===== config.mk =====
export PLATFORM = sky130hd
export DESIGN_NAME = camera_trigger_generator
export DESIGN_NICKNAME = d
export VERILOG_FILES = /design/src/rtl/imu_sync_pkg.sv /design/src/rtl/trigger_pulse_timer.sv /design/src/rtl/camera_trigger_generator.sv
export SDC_FILE = /design/constraint.sdc
export NUM_CORES = 1
export LEC_CHECK = 0
export ABC_AREA = 1
export BUFFER_PORTS_ARGS = -buffer_cell sky130_fd_sc_hd__buf_2
export CAP_MARGIN = 20
export CORE_ASPECT_RATIO = 1.1
export CORE_MARGIN = 5
export CORE_UTILIZATION = 40
export DETAILED_ROUTE_END_ITERATION = 8
export GPL_ROUTABILITY_DRIVEN = 1
export PLACE_DENSITY = 0.69
export SYNTH_ARGS = -nofsm -noshare
export SYNTH_HDL_FRONTEND = slang
export SYNTH_HIERARCHICAL = 1
export SYNTH_SLANG_ARGS = --single-unit
export TNS_END_PERCENT = 50

===== constraint.sdc =====
create_clock -name clk -period 4.3 [get_ports clk]
set_input_delay 0.43 -clock clk [delete_from_list [all_inputs] [get_ports clk]]
set_output_delay 0.43 -clock clk [all_outputs]
set_load 0.01 [all_outputs]

===== src/rtl/imu_sync_pkg.sv =====
// Shared types and default widths for the IMU synchroniser / camera trigger path.
package imu_sync_pkg;

  localparam int CNT_W = 20;
  localparam int TS_W  = 64;
  localparam int FC_W  = 32;
  localparam int OV_W  = 16;

  typedef enum logic [1:0] {
    IDLE  = 2'd0,
    DELAY = 2'd1,
    PULSE = 2'd2
  } state_t;

endpackage


===== src/rtl/trigger_pulse_timer.sv =====
// Loadable down-counter; done flags the last cycle of the loaded interval.
module trigger_pulse_timer #(
  parameter int CNT_W = imu_sync_pkg::CNT_W
) (
  input  logic             clk,
  input  logic             rst,
  input  logic             load,
  input  logic [CNT_W-1:0] load_val,
  output logic             done
);

  logic [CNT_W-1:0] cnt;

  always_ff @(posedge clk) begin
    if (rst) begin
      cnt <= '0;
    end else if (load) begin
      cnt <= load_val;
    end else if (cnt != '0) begin
      cnt <= cnt - 1'b1;
    end
  end

  // A count of N loaded at the end of cycle k makes done true in cycle k+N.
  assign done = (cnt == CNT_W'(1));

endmodule


===== src/rtl/camera_trigger_generator.sv =====
// Converts trigger_frame rising edges into delayed, width-controlled camera
// triggers, latching timestamp and IMU sample index per frame.
//
// state | meaning
// IDLE  | waiting for an enabled rising edge of trigger_frame
// DELAY | counting the captured delay before the trigger rises
// PULSE | cam_trigger high for the captured width
module camera_trigger_generator #(
  parameter int CNT_W = imu_sync_pkg::CNT_W,
  parameter int TS_W  = imu_sync_pkg::TS_W,
  parameter int FC_W  = imu_sync_pkg::FC_W,
  parameter int OV_W  = imu_sync_pkg::OV_W
) (
  input  logic             clk,
  input  logic             rst,
  input  logic             trigger_frame,
  input  logic [7:0]       sample_count,
  input  logic             enable,
  input  logic [CNT_W-1:0] delay_cycles,
  input  logic [CNT_W-1:0] pulse_cycles,
  output logic             cam_trigger,
  output logic [TS_W-1:0]  frame_ts,
  output logic [7:0]       frame_sample_idx,
  output logic             ts_valid,
  output logic [FC_W-1:0]  frame_count,
  output logic [OV_W-1:0]  overrun_count
);

  import imu_sync_pkg::*;

  state_t           state, state_nx;
  logic             trig_d;
  logic             rise;
  logic [TS_W-1:0]  ts_cnt;
  logic [CNT_W-1:0] pulse_cap;
  logic [CNT_W-1:0] pulse_eff;
  logic [CNT_W-1:0] pls_val;
  logic             dly_load, pls_load;
  logic             dly_done, pls_done;
  logic             start, finish;

  assign rise      = trigger_frame & ~trig_d;
  assign pulse_eff = (pulse_cycles == '0) ? CNT_W'(1) : pulse_cycles;

  trigger_pulse_timer #(.CNT_W(CNT_W)) u_delay_timer (
    .clk      (clk),
    .rst      (rst),
    .load     (dly_load),
    .load_val (delay_cycles),
    .done     (dly_done)
  );

  trigger_pulse_timer #(.CNT_W(CNT_W)) u_pulse_timer (
    .clk      (clk),
    .rst      (rst),
    .load     (pls_load),
    .load_val (pls_val),
    .done     (pls_done)
  );

  always_ff @(posedge clk) begin
    if (rst) state <= IDLE;
    else     state <= state_nx;
  end

  always_comb begin
    state_nx = state;
    dly_load = 1'b0;
    pls_load = 1'b0;
    pls_val  = pulse_cap;
    start    = 1'b0;
    finish   = 1'b0;
    case (state)
      IDLE: begin
        if (rise && enable) begin
          start = 1'b1;
          if (delay_cycles == '0) begin
            // Zero delay bypasses the capture register, so load the live value.
            state_nx = PULSE;
            pls_load = 1'b1;
            pls_val  = pulse_eff;
          end else begin
            state_nx = DELAY;
            dly_load = 1'b1;
          end
        end
      end
      DELAY: begin
        if (dly_done) begin
          state_nx = PULSE;
          pls_load = 1'b1;
        end
      end
      PULSE: begin
        if (pls_done) begin
          state_nx = IDLE;
          finish   = 1'b1;
        end
      end
      default: state_nx = IDLE;
    endcase
  end

  always_ff @(posedge clk) begin
    if (rst) begin
      trig_d           <= 1'b1;
      ts_cnt           <= '0;
      cam_trigger      <= 1'b0;
      ts_valid         <= 1'b0;
      frame_ts         <= '0;
      frame_sample_idx <= '0;
      frame_count      <= '0;
      overrun_count    <= '0;
      pulse_cap        <= '0;
    end else begin
      trig_d      <= trigger_frame;
      ts_cnt      <= ts_cnt + 1'b1;
      cam_trigger <= (state_nx == PULSE);
      ts_valid    <= finish;
      if (finish) frame_count <= frame_count + 1'b1;
      if (start) begin
        frame_ts         <= ts_cnt;
        frame_sample_idx <= sample_count;
        pulse_cap        <= pulse_eff;
      end
      if (rise && enable && (state != IDLE) && (overrun_count != '1))
        overrun_count <= overrun_count + 1'b1;
    end
  end

endmodule


# Yosys cells after proc, flatten, opt, wreduce, memory -nomap -nowiden

Index checks and enable logic that the tools add are counted.

Input bits: 52
Memories kept: 0
Output and inout bits: 122
Memory bits (writable): 0
Latch bits: 0
Logic and storage cells: 60
Bits in read-only memories: 0
Register bits after elaboration: 249

Multiplexer cells: 24
Add/sub/neg operators: 5
Bitwise operators: 2
Reduce and logical (&&, ||, !) cells: 11
Shift-type cells: 0
$lt $le $gt $ge: 0
Multipliers: 0
Eq/ne operators: 6
Div/mod/pow operators: 0

Operators by type and width:

| kind                                                                  | count |
|---|---|
| 20-bit two-way mux                                                    | 8 |
| 64-bit by 1-bit adder with 64-bit output (second input constant)      | 1 |
| 20-bit by 1-bit == test with 1-bit output (second input constant)     | 2 |
| 20-bit logical NOT                                                    | 2 |
| 20-bit nonzero test                                                   | 2 |
| 20-bit by 1-bit subtractor with 20-bit output (second input constant) | 2 |
| 32-bit by 1-bit adder with 32-bit output (second input constant)      | 1 |
| 16-bit by 1-bit adder with 16-bit output (second input constant)      | 1 |
| 16-bit inequality test (second input constant)                        | 1 |
| 1-bit two-way mux                                                     | 10 |
| 2-bit two-way mux                                                     | 4 |
| 2-bit one-hot mux with 3 select lines                                 | 1 |
| 2-bit nonzero test                                                    | 3 |
| 2-bit == test (second input constant)                                 | 2 |
| 1-bit logical AND                                                     | 3 |
| 2-bit by 1-bit == test with 1-bit output (second input constant)      | 1 |
| 2-bit logical NOT                                                     | 1 |
| 1-bit one-hot mux with 2 select lines                                 | 1 |
| 1-bit AND                                                             | 1 |
| 1-bit inverter                                                        | 1 |

# Longest topological paths before layout

Gate-level depths: netlist (run 1).

Depth in word-level cells: 6
Depth in mapped cells: 16
Depth with buffers taken out: 14

# Cells and area by module

The synthesis (run 1) kept the hierarchy.

By module, submodules not included:

| module                   | cells each | area each (um^2) | instances |
|---|---|---|---|
| camera_trigger_generator | 1,512      | 10,015.9         | 1 |
| trigger_pulse_timer      | 239        | 1,453.9          | 2 |

# Least setup slack after synthesis (run 1)

No wires, ideal clock.

Kind: input to register
From: input trigger_frame
To: register u_delay_timer.cnt[11]
Stages: 13
Data required time: 4,172 ps
Setup time: 128 ps
Slack: 2,253 ps
Arrival time: 1,919 ps
Path through: inv_1 > nor2_1 > nand2_1 > nor2_4 > buf_4 > buf_4 > nand2_1 > inv_1 > inv_2 > clkbuf_1 > or2_2 > nand3_1 > nor2_1

Cells in the longest elaborated chain, start to end: 5
Elaborated cells on any way between the ends: 6
Those cells by class: mux: 3; bitwise: 1; reduce/logical: 2

RTL lines:

| element                                                         | line                           | source |
|---|---|---|
| start, declared                                                 | camera_trigger_generator.sv:16 | `input logic trigger_frame,` |
| 1-bit AND (*)                                                   | camera_trigger_generator.sv:42 | `assign rise = trigger_frame & ~trig_d;` |
| 1-bit logical AND (*)                                           | camera_trigger_generator.sv:75 | `if (rise && enable) begin` |
| 1-bit two-way mux (*)                                           | camera_trigger_generator.sv:75 |  |
| 1-bit two-way mux (*)                                           | camera_trigger_generator.sv:73 | `case (state)` |
| via dly_load                                                    | camera_trigger_generator.sv:38 | `logic dly_load, pls_load;` |
| 20-bit two-way mux / 2-bit nonzero test (equally long branches) | -                              |  |
| end signal, assigned                                            | trigger_pulse_timer.sv:18      | `cnt <= load_val;` |
| end signal, assigned                                            | trigger_pulse_timer.sv:20      | `cnt <= cnt - 1'b1;` |
| end, declared                                                   | trigger_pulse_timer.sv:12      | `logic [CNT_W-1:0] cnt;` |

The timed path passes the listed nets; every way through them passes the cells marked *.
A chain may end at the register's enable or synchronous reset.

# Worst setup path after layout (run 1)

From: register state[0]
To: register u_pulse_timer.cnt[9]

Cells in the longest elaborated chain, start to end: 3
Elaborated cells on any way between the ends: 6
Those cells by class: eq/ne: 1; mux: 3; reduce/logical: 2

RTL lines:

| element                                                                              | line                           | source |
|---|---|---|
| start, declared                                                                      | camera_trigger_generator.sv:31 | `state_t state, state_nx;` |
| start signal, assigned                                                               | camera_trigger_generator.sv:63 | `else state <= state_nx;` |
| 2-bit by 1-bit == test with 1-bit output / 2-bit logical NOT (equally long branches) | camera_trigger_generator.sv:73 |  |
| 1-bit one-hot mux with 2 select lines (*)                                            | camera_trigger_generator.sv:73 |  |
| via pls_load                                                                         | camera_trigger_generator.sv:38 |  |
| 20-bit two-way mux / 2-bit nonzero test (equally long branches)                      | -                              |  |
| end signal, assigned                                                                 | trigger_pulse_timer.sv:18      |  |
| end signal, assigned                                                                 | trigger_pulse_timer.sv:20      |  |
| end, declared                                                                        | trigger_pulse_timer.sv:12      |  |

Marks and branches as above.

==> results of run 1 <==
layout make-up:
| type | instances | area share (%) |
|---|---|---|
| clock inverters | 11 | 1.02 |
| flip-flops and latches | 249 | 33.3 |
| clock buffers | 37 | 5.18 |
| repair buffers | 178 | 6.04 |
| well taps | 426 | 3.56 |
| inverters | 176 | 4.42 |
| multi-input cells | 1504 | 46.5 |
metal layers:
layer | global-route usage [%] | up-vias | wire, um
li1 | - | 6716 | -
met1 | 26.6 | 5957 | 17000
met2 | 36.2 | 366 | 18400
met3 | 2.62 | 69 | 2010
met4 | 6.48 | 0 | 1260
met5 | 0 | - | 0
flip-flops by register name (all words and copies together), names as in the netlist, 2 cells and up:
signal	cells
frame_sample_idx	8
frame_count	32
ts_cnt	64
u_pulse_timer/cnt	20
u_delay_timer/cnt	20
pulse_cap	20
state	2
overrun_count	16
frame_ts	64
cell usage in the layout, fill, tap and decap left out, types with 9 or more instances in the layout:
cell / Yosys / layout
a21oi_1: 157 / 157
buf_2: 17 / 172
clkbuf_16: 0 / 29
dfxtp_1: 249 / 249
ha_1: 9 / 9
inv_1: 168 / 168
nand2_1: 501 / 501
nand3_1: 109 / 109
nand4_1: 27 / 27
nor2_1: 375 / 375
nor2_2: 35 / 35
nor2_4: 15 / 15
nor3_1: 23 / 23
o21ai_0: 154 / 154
o21ai_1: 10 / 10
or2_0: 9 / 9
or2_2: 10 / 10
xor2_1: 11 / 11
worst paths after layout:
check / start / endpoint / slack [ns] / depth (start not counted)
min: trigger_frame / trig_d / 0.1 / 3
max: state[0] / u_pulse_timer/cnt[9] / 1.28 / 13
max reg2reg: state[0] / u_pulse_timer/cnt[9] / 1.28 / 13
min reg2reg: ts_cnt[63] / ts_cnt[63] / 0.48 / 2
cell families after synthesis:
logic type,Yosys count,synth area share [%]
AOI/OAI and AO/OA,332,13.1
and+or+nand+nor,1145,38.8
adders and majority gates,9,0.871
DFF,249,38.6
xor gates and xnor gates,18,1.22
buffers and inverters,237,7.45
power by group through the flow:
stage               combinational, mW  clock [mW]  sequential, mW
finish                           1.75        2.41            2.63
detailed placement               1.74           0            2.67
global placement                 1.71           0            2.67
CTS                              1.75        2.47            2.62
floorplan                        1.38           0            2.65
global route                     2.00        2.57            2.65
worst max-delay path, delay by kind of cell, from the launching register on:
kind / cells / cell delay (ns)
buffers and inverters: 3 / 0.75
DFF: 1 / 0.38
and+or+nand+nor: 10 / 1.79
==> results.tsv, run 1 <==
stage	metric	value	unit
sta	setup_ws	1.28	ns
clock_network	holdBufCountCts	0	
hold_path	hold_class	in2reg	
layout	nets	2198	
floorplanning	io_pins	174	
layout	design_area	15000	um^2
sta	slew_headroom	47.2	%
detailed_routing	ant_nets	0	
layout	drive_gt1_share	14.7	%
logic_synthesis	seq_area_frac_synth	38.6	%
worst_setup_path	cp_common_cell	nand2_1	
sta	slew_violations	0	
clock_network	cts_num_sinks	249	
grt	grt_use_total	20.6	%
layout	area_delta_synth_final	16.0	%
logic_synthesis	yosys.area.top_type_share	38.6	%
floorplanning	core_area	32100	um^2
logic_synthesis	synth_edf_count	0	
layout	nFillCells	3370	
clock_network	cts_resized	0	
sta	hold_viol	0	
run	drv_cap	0	
layout	seqCellArea	4980	um^2
floorplanning	num_rows	69	
logic_synthesis	mappedNetlistArea	12900	um^2
layout	multi_input_area	6980	um^2
sta	max_freq	0.331	GHz
logic_synthesis	yosys-top-cells-area	dfxtp_1, nand2_1, nor2_1	
sta	tns	0	ns
logic_synthesis	yosys_warnings	6	
worst_setup_path	crit_fanout	36	
clock_network	cts_tree	yes	
worst_setup_path	critPathMaxStageDelay	0.56	ns
logic_synthesis	yosysMostFrequentCell	nand2_1	
grt	antenna_found_initial	0	
sta	period_share	70.3	%
clock_network	clockBufferDepth	3	
worst_setup_path	endpoint_kind	register	
detailed_routing	via_count	13100	
clock_network	clk_pin_slew_worst_paths	0.06	ns
placement	gp_congestion	0.924	
floorplanning	start_util	40.2	%
floorplanning	die_h	199	um
status	outcome	finished clean	
floorplanning	die_w	181	um
logic_synthesis	synth_seq_cells	249	
detailed_routing	drt-total-wl	38.7	mm
sta	min_period	3.02	ns
logic_synthesis	synth_top_cell_by_area	dfxtp_1	
placement	placed_area	14100	um^2
pwr	sw_frac_of_total	33.4	%
sta	finalSetupViolCount	0	
pwr	internal-power	4.52	mW
logic_synthesis	avgSynthCellArea	6.49	um^2
logic_synthesis	synthTopCellsByCount	nand2_1, nor2_1, dfxtp_1	
sta	rsz0062_at_grt	no	
worst_setup_path	worstSetupPathType	reg2reg	
detailed_routing	drt_pre_antenna_iters	8	
placement	detailedPlace.worstSlack	0.909	ns
logic_synthesis	netlist_instances	1990	
detailed_routing	wl_per_cell	15.0	um
worst_setup_path	critical_path_required	4.72	ns
worst_setup_path	crit_slowest_cell	inv_2	
worst_setup_path	path_cells	inv_1, nand2_1, nor2_4, nand4_4, nand2_1, inv_2, nand4_2, nor2_4, nand2_4, nand2_1, inv_1, nand2_1, nand2_1	
logic_synthesis	syn-num-nets	2051	
logic_synthesis	synth_ff_type	dfxtp_1	
pwr	p_total	6.79	mW
placement	dp.cells	2533	
grt	first_global_vias	12300	
sta	whs	0.0955	ns
sta	tightest_slew	0.793	ns
logic_synthesis	synthArstFlopShare	0	%
grt	grt_pass1_wl	62.2	mm
pwr	p_clk_share	35.5	%
layout	finalCoreUtilization	46.7	%
clock_network	htreeDepth	1	
placement	port-buffer-count	173	
pwr	power_frac_seq	38.7	%
placement	dp_hpwl	29.1	mm
logic_synthesis	synth_cell_types	42	
clock_network	clk_latency	0.54	ns
clock_network	root_buffer	clkbuf_16	
clock_network	post_cts_buffers	0	
worst_setup_path	worstPathArrival	3.44	ns
pwr	power_density	453	nW/um^2
sta	fin_skew	0.0179	ns
floorplanning	die-area	36000	um^2
layout	insertedDiodeCount	0	
pwr	comb_power_share	25.8	%
pwr	p_leak	6.05	nW
pwr	max-vdd-ir-drop	281	uV
worst_setup_path	cp-start-kind	register	
grt	grt_max_degree	85	
layout	layout.cells.non_filler	2581	
detailed_routing	drt_iter0_markers	934	
detailed_routing	drc	0	
clock_network	cts_made_buffers	28	
detailed_routing	vias_per_cell	5.08	
grt	grt-ovfl-total	0	
pwr	switchingPower	2.27	mW
(Power assumes the default switching activity.)
==> run 2: changes to the inputs <==
--- a/config.mk
+++ b/config.mk
@@ -5,7 +5,7 @@
 export SDC_FILE = /design/constraint.sdc
 export NUM_CORES = 1
 export LEC_CHECK = 0
-export ABC_AREA = 1
+export ABC_AREA = 0
 export BUFFER_PORTS_ARGS = -buffer_cell sky130_fd_sc_hd__buf_2
 export CAP_MARGIN = 20
 export CORE_ASPECT_RATIO = 1.1
@@ -13,7 +13,7 @@
 export CORE_UTILIZATION = 40
 export DETAILED_ROUTE_END_ITERATION = 8
 export GPL_ROUTABILITY_DRIVEN = 1
-export PLACE_DENSITY = 0.69
+export PLACE_DENSITY = 0.7
 export SYNTH_ARGS = -nofsm -noshare
 export SYNTH_HDL_FRONTEND = slang
 export SYNTH_HIERARCHICAL = 1
==> constraint.sdc (replaced) <==
create_clock -name clk -period 3 [get_ports clk]
set_input_delay 0.3 -clock clk [delete_from_list [all_inputs] [get_ports clk]]
set_output_delay 0.3 -clock clk [all_outputs]
set_load 0.01 [all_outputs]
==> results.tsv, run 2 <==
stage	metric	value	unit
grt	grt_pass1_wl	48.5	mm
clock_network	root_buffer	clkbuf_16	
logic_synthesis	netlist_instances	1389	
clock_network	clk_pin_slew_worst_paths	0.06	ns
sta	tns	0	ns
sta	fin_skew	0.0103	ns
pwr	internal-power	6.63	mW
clock_network	clk_latency	0.52	ns
logic_synthesis	avgSynthCellArea	8.07	um^2
floorplanning	die_h	186	um
worst_setup_path	critPathMaxStageDelay	0.38	ns
clock_network	cts_tree	yes	
worst_setup_path	critical_path_required	3.41	ns
logic_synthesis	yosys-top-cells-area	dfxtp_1, nand2_1, a21oi_1	
detailed_routing	wl_per_cell	15.2	um
pwr	p_clk_share	35.1	%
sta	slew_headroom	30.3	%
logic_synthesis	syn-num-nets	1450	
worst_setup_path	cp-start-kind	register	
sta	slew_violations	0	
detailed_routing	drt-total-wl	29.5	mm
placement	dp_hpwl	20.7	mm
sta	max_freq	0.367	GHz
pwr	sw_frac_of_total	30.6	%
clock_network	cts_num_sinks	249	
worst_setup_path	path_cells	nor4_4, nand3_1, nor2_2, nand4b_1, nor4_1, buf_4, and2_1, nand4_1, mux2_2	
floorplanning	die_w	170	um
layout	design_area	13500	um^2
logic_synthesis	yosys_warnings	6	
detailed_routing	ant_nets	0	
clock_network	cts_made_buffers	26	
logic_synthesis	synth_seq_cells	249	
detailed_routing	drc	0	
placement	placed_area	12500	um^2
sta	min_period	2.72	ns
placement	detailedPlace.worstSlack	0.00195	ns
pwr	max-vdd-ir-drop	427	uV
detailed_routing	drt_iter0_markers	703	
sta	rsz0062_at_grt	no	
worst_setup_path	worstPathArrival	3.14	ns
layout	drive_gt1_share	18.4	%
logic_synthesis	synthArstFlopShare	0	%
logic_synthesis	synthTopCellsByCount	nand2_1, dfxtp_1, a21oi_1	
worst_setup_path	crit_slowest_cell	dfxtp_1	
layout	nFillCells	2720	
layout	area_delta_synth_final	20.2	%
status	outcome	finished clean	
pwr	p_total	9.55	mW
floorplanning	die-area	31500	um^2
grt	grt_max_degree	94	
worst_setup_path	worstSetupPathType	reg2reg	
logic_synthesis	yosys.area.top_type_share	44.4	%
sta	hold_viol	0	
detailed_routing	drt_pre_antenna_iters	4	
logic_synthesis	synth_cell_types	53	
grt	first_global_vias	9867	
grt	grt_use_total	18.0	%
logic_synthesis	yosysMostFrequentCell	nand2_1	
logic_synthesis	synth_top_cell_by_area	dfxtp_1	
worst_setup_path	crit_family	simple AND/OR/NAND/NOR gates	
layout	reg_top3	frame_ts: 64 flops, ts_cnt: 64 flops, frame_count: 32 flops	
sta	setup_ws	0.278	ns
floorplanning	io_pins	174	
logic_synthesis	synth_edf_count	0	
pwr	switchingPower	2.92	mW
pwr	comb_power_share	24.1	%
floorplanning	start_util	40.5	%
placement	gp_congestion	0.858	
floorplanning	core_area	27700	um^2
pwr	p_leak	5.20	nW
layout	finalCoreUtilization	48.7	%
layout	nets	1616	
pwr	power_frac_seq	40.8	%
detailed_routing	vias_per_cell	5.33	
sta	period_share	90.7	%
placement	port-buffer-count	173	
layout	insertedDiodeCount	0	
floorplanning	num_rows	64	
clock_network	htreeDepth	1	
logic_synthesis	seq_area_frac_synth	44.4	%
logic_synthesis	mappedNetlistArea	11200	um^2
detailed_routing	via_count	10300	
worst_setup_path	endpoint_kind	register	
worst_setup_path	crit_fanout	8	
logic_synthesis	synth_ff_type	dfxtp_1	
sta	finalSetupViolCount	0	
layout	mostFrequentLayoutCells	nand2_1, dfxtp_1, buf_2, a21oi_1, nor2_1	
clock_network	clockBufferDepth	3	
grt	grt-ovfl-total	0	
worst_setup_path	crit_buf_inv	1	
sta	tightest_slew	1.05	ns
grt	antenna_found_initial	0	
hold_path	hold_class	in2reg	
run	drv_cap	0	
pwr	power_density	708	nW/um^2
layout	final_common_cell	nand2_1	
## run 2: changes by cell type in the layout (fill, tap and decap cells not counted), moves of 23 or more
cell	before	now
and3_1	0	23
nand2_1	501	263
xor2_1	11	54
or3_1	0	29
nor2_2	35	2
nor4_1	4	27
inv_1	168	21
o21ai_0	154	51
nand3_1	109	52
xnor2_1	7	36
nor2_1	375	131
## run 2: routing by layer
layer	GRT usage, %	up-vias	wire [um]
li1	-	5165	-
met1	23.6	4833	13200
met2	30.7	286	13900
met3	3.02	43	1810
met4	4.83	0	614
met5	0	-	0
## run 2: final timing paths
check	from	to	slack [ns]	cells after the start
worst max-delay path	u_pulse_timer/cnt[6]	frame_count[20]	0.28	9
worst max register to register	u_pulse_timer/cnt[6]	frame_count[20]	0.28	9
worst min register to register	frame_ts[26]	frame_ts[26]	0.45	2
worst min-delay path	sample_count[7]	frame_sample_idx[7]	0.02	3
## run 2: logic make-up after synthesis
| kind of cell | Yosys count | share of synthesized area, % |
|---|---|---|
| AND/OR/NAND/NOR | 671 | 29.3 |
| AO/OA/AOI/OAI | 252 | 12.4 |
| flip-flops | 249 | 44.4 |
| buffers and inverters | 93 | 3.36 |
| XOR/XNOR | 90 | 7.03 |
| multiplexers | 25 | 2.48 |
| adder cells (fa/ha/maj) | 9 | 1.00 |
## run 2: cell type report
class	count	area, um^2	area share, %
multi-input cells	1047	5880	43.6
flip-flops and latches	249	4980	37.0
clock inverters	9	125	0.928
repair buffers	210	1190	8.84
well taps	363	454	3.37
inverters	21	78.8	0.585
clock buffers	38	767	5.69
## run 2: worst register-to-register path: cells and delay by family (launching register included)
kind / cells / cell delay (ns)
flip-flops: 1 / 0.38
buffers and inverters: 1 / 0.19
AND/OR/NAND/NOR: 7 / 1.76
multiplexers: 1 / 0.29
## run 2: timing repair
| action | in CTS | in global routing |
|---|---|---|
| resized for setup | 0 | 2 |
| setup buffers | 0 | 2 |
| setup endpoints to repair | 0 | 11 |
| hold buffers | 7 | 0 |
| endpoints found under the hold margin | 7 | 0 |
## run 2: through the flow
step	instances	hold slack, ns
floorplan	1389	0.407
global placement	1881	0.438
detailed placement	1881	0.444
CTS	1935	0.00374
global route	1937	0.0116
finish	1937	0.0209
## run 2: power by group through the flow
stage | clock [mW] | combinational [mW] | sequential [mW]
after global routing | 3.57 | 2.57 | 3.93
final | 3.35 | 2.30 | 3.89
after floorplan | 0 | 1.68 | 3.88
after global placement | 0 | 2.16 | 3.93
after detailed placement | 0 | 2.19 | 3.95
after CTS | 3.43 | 2.22 | 3.88
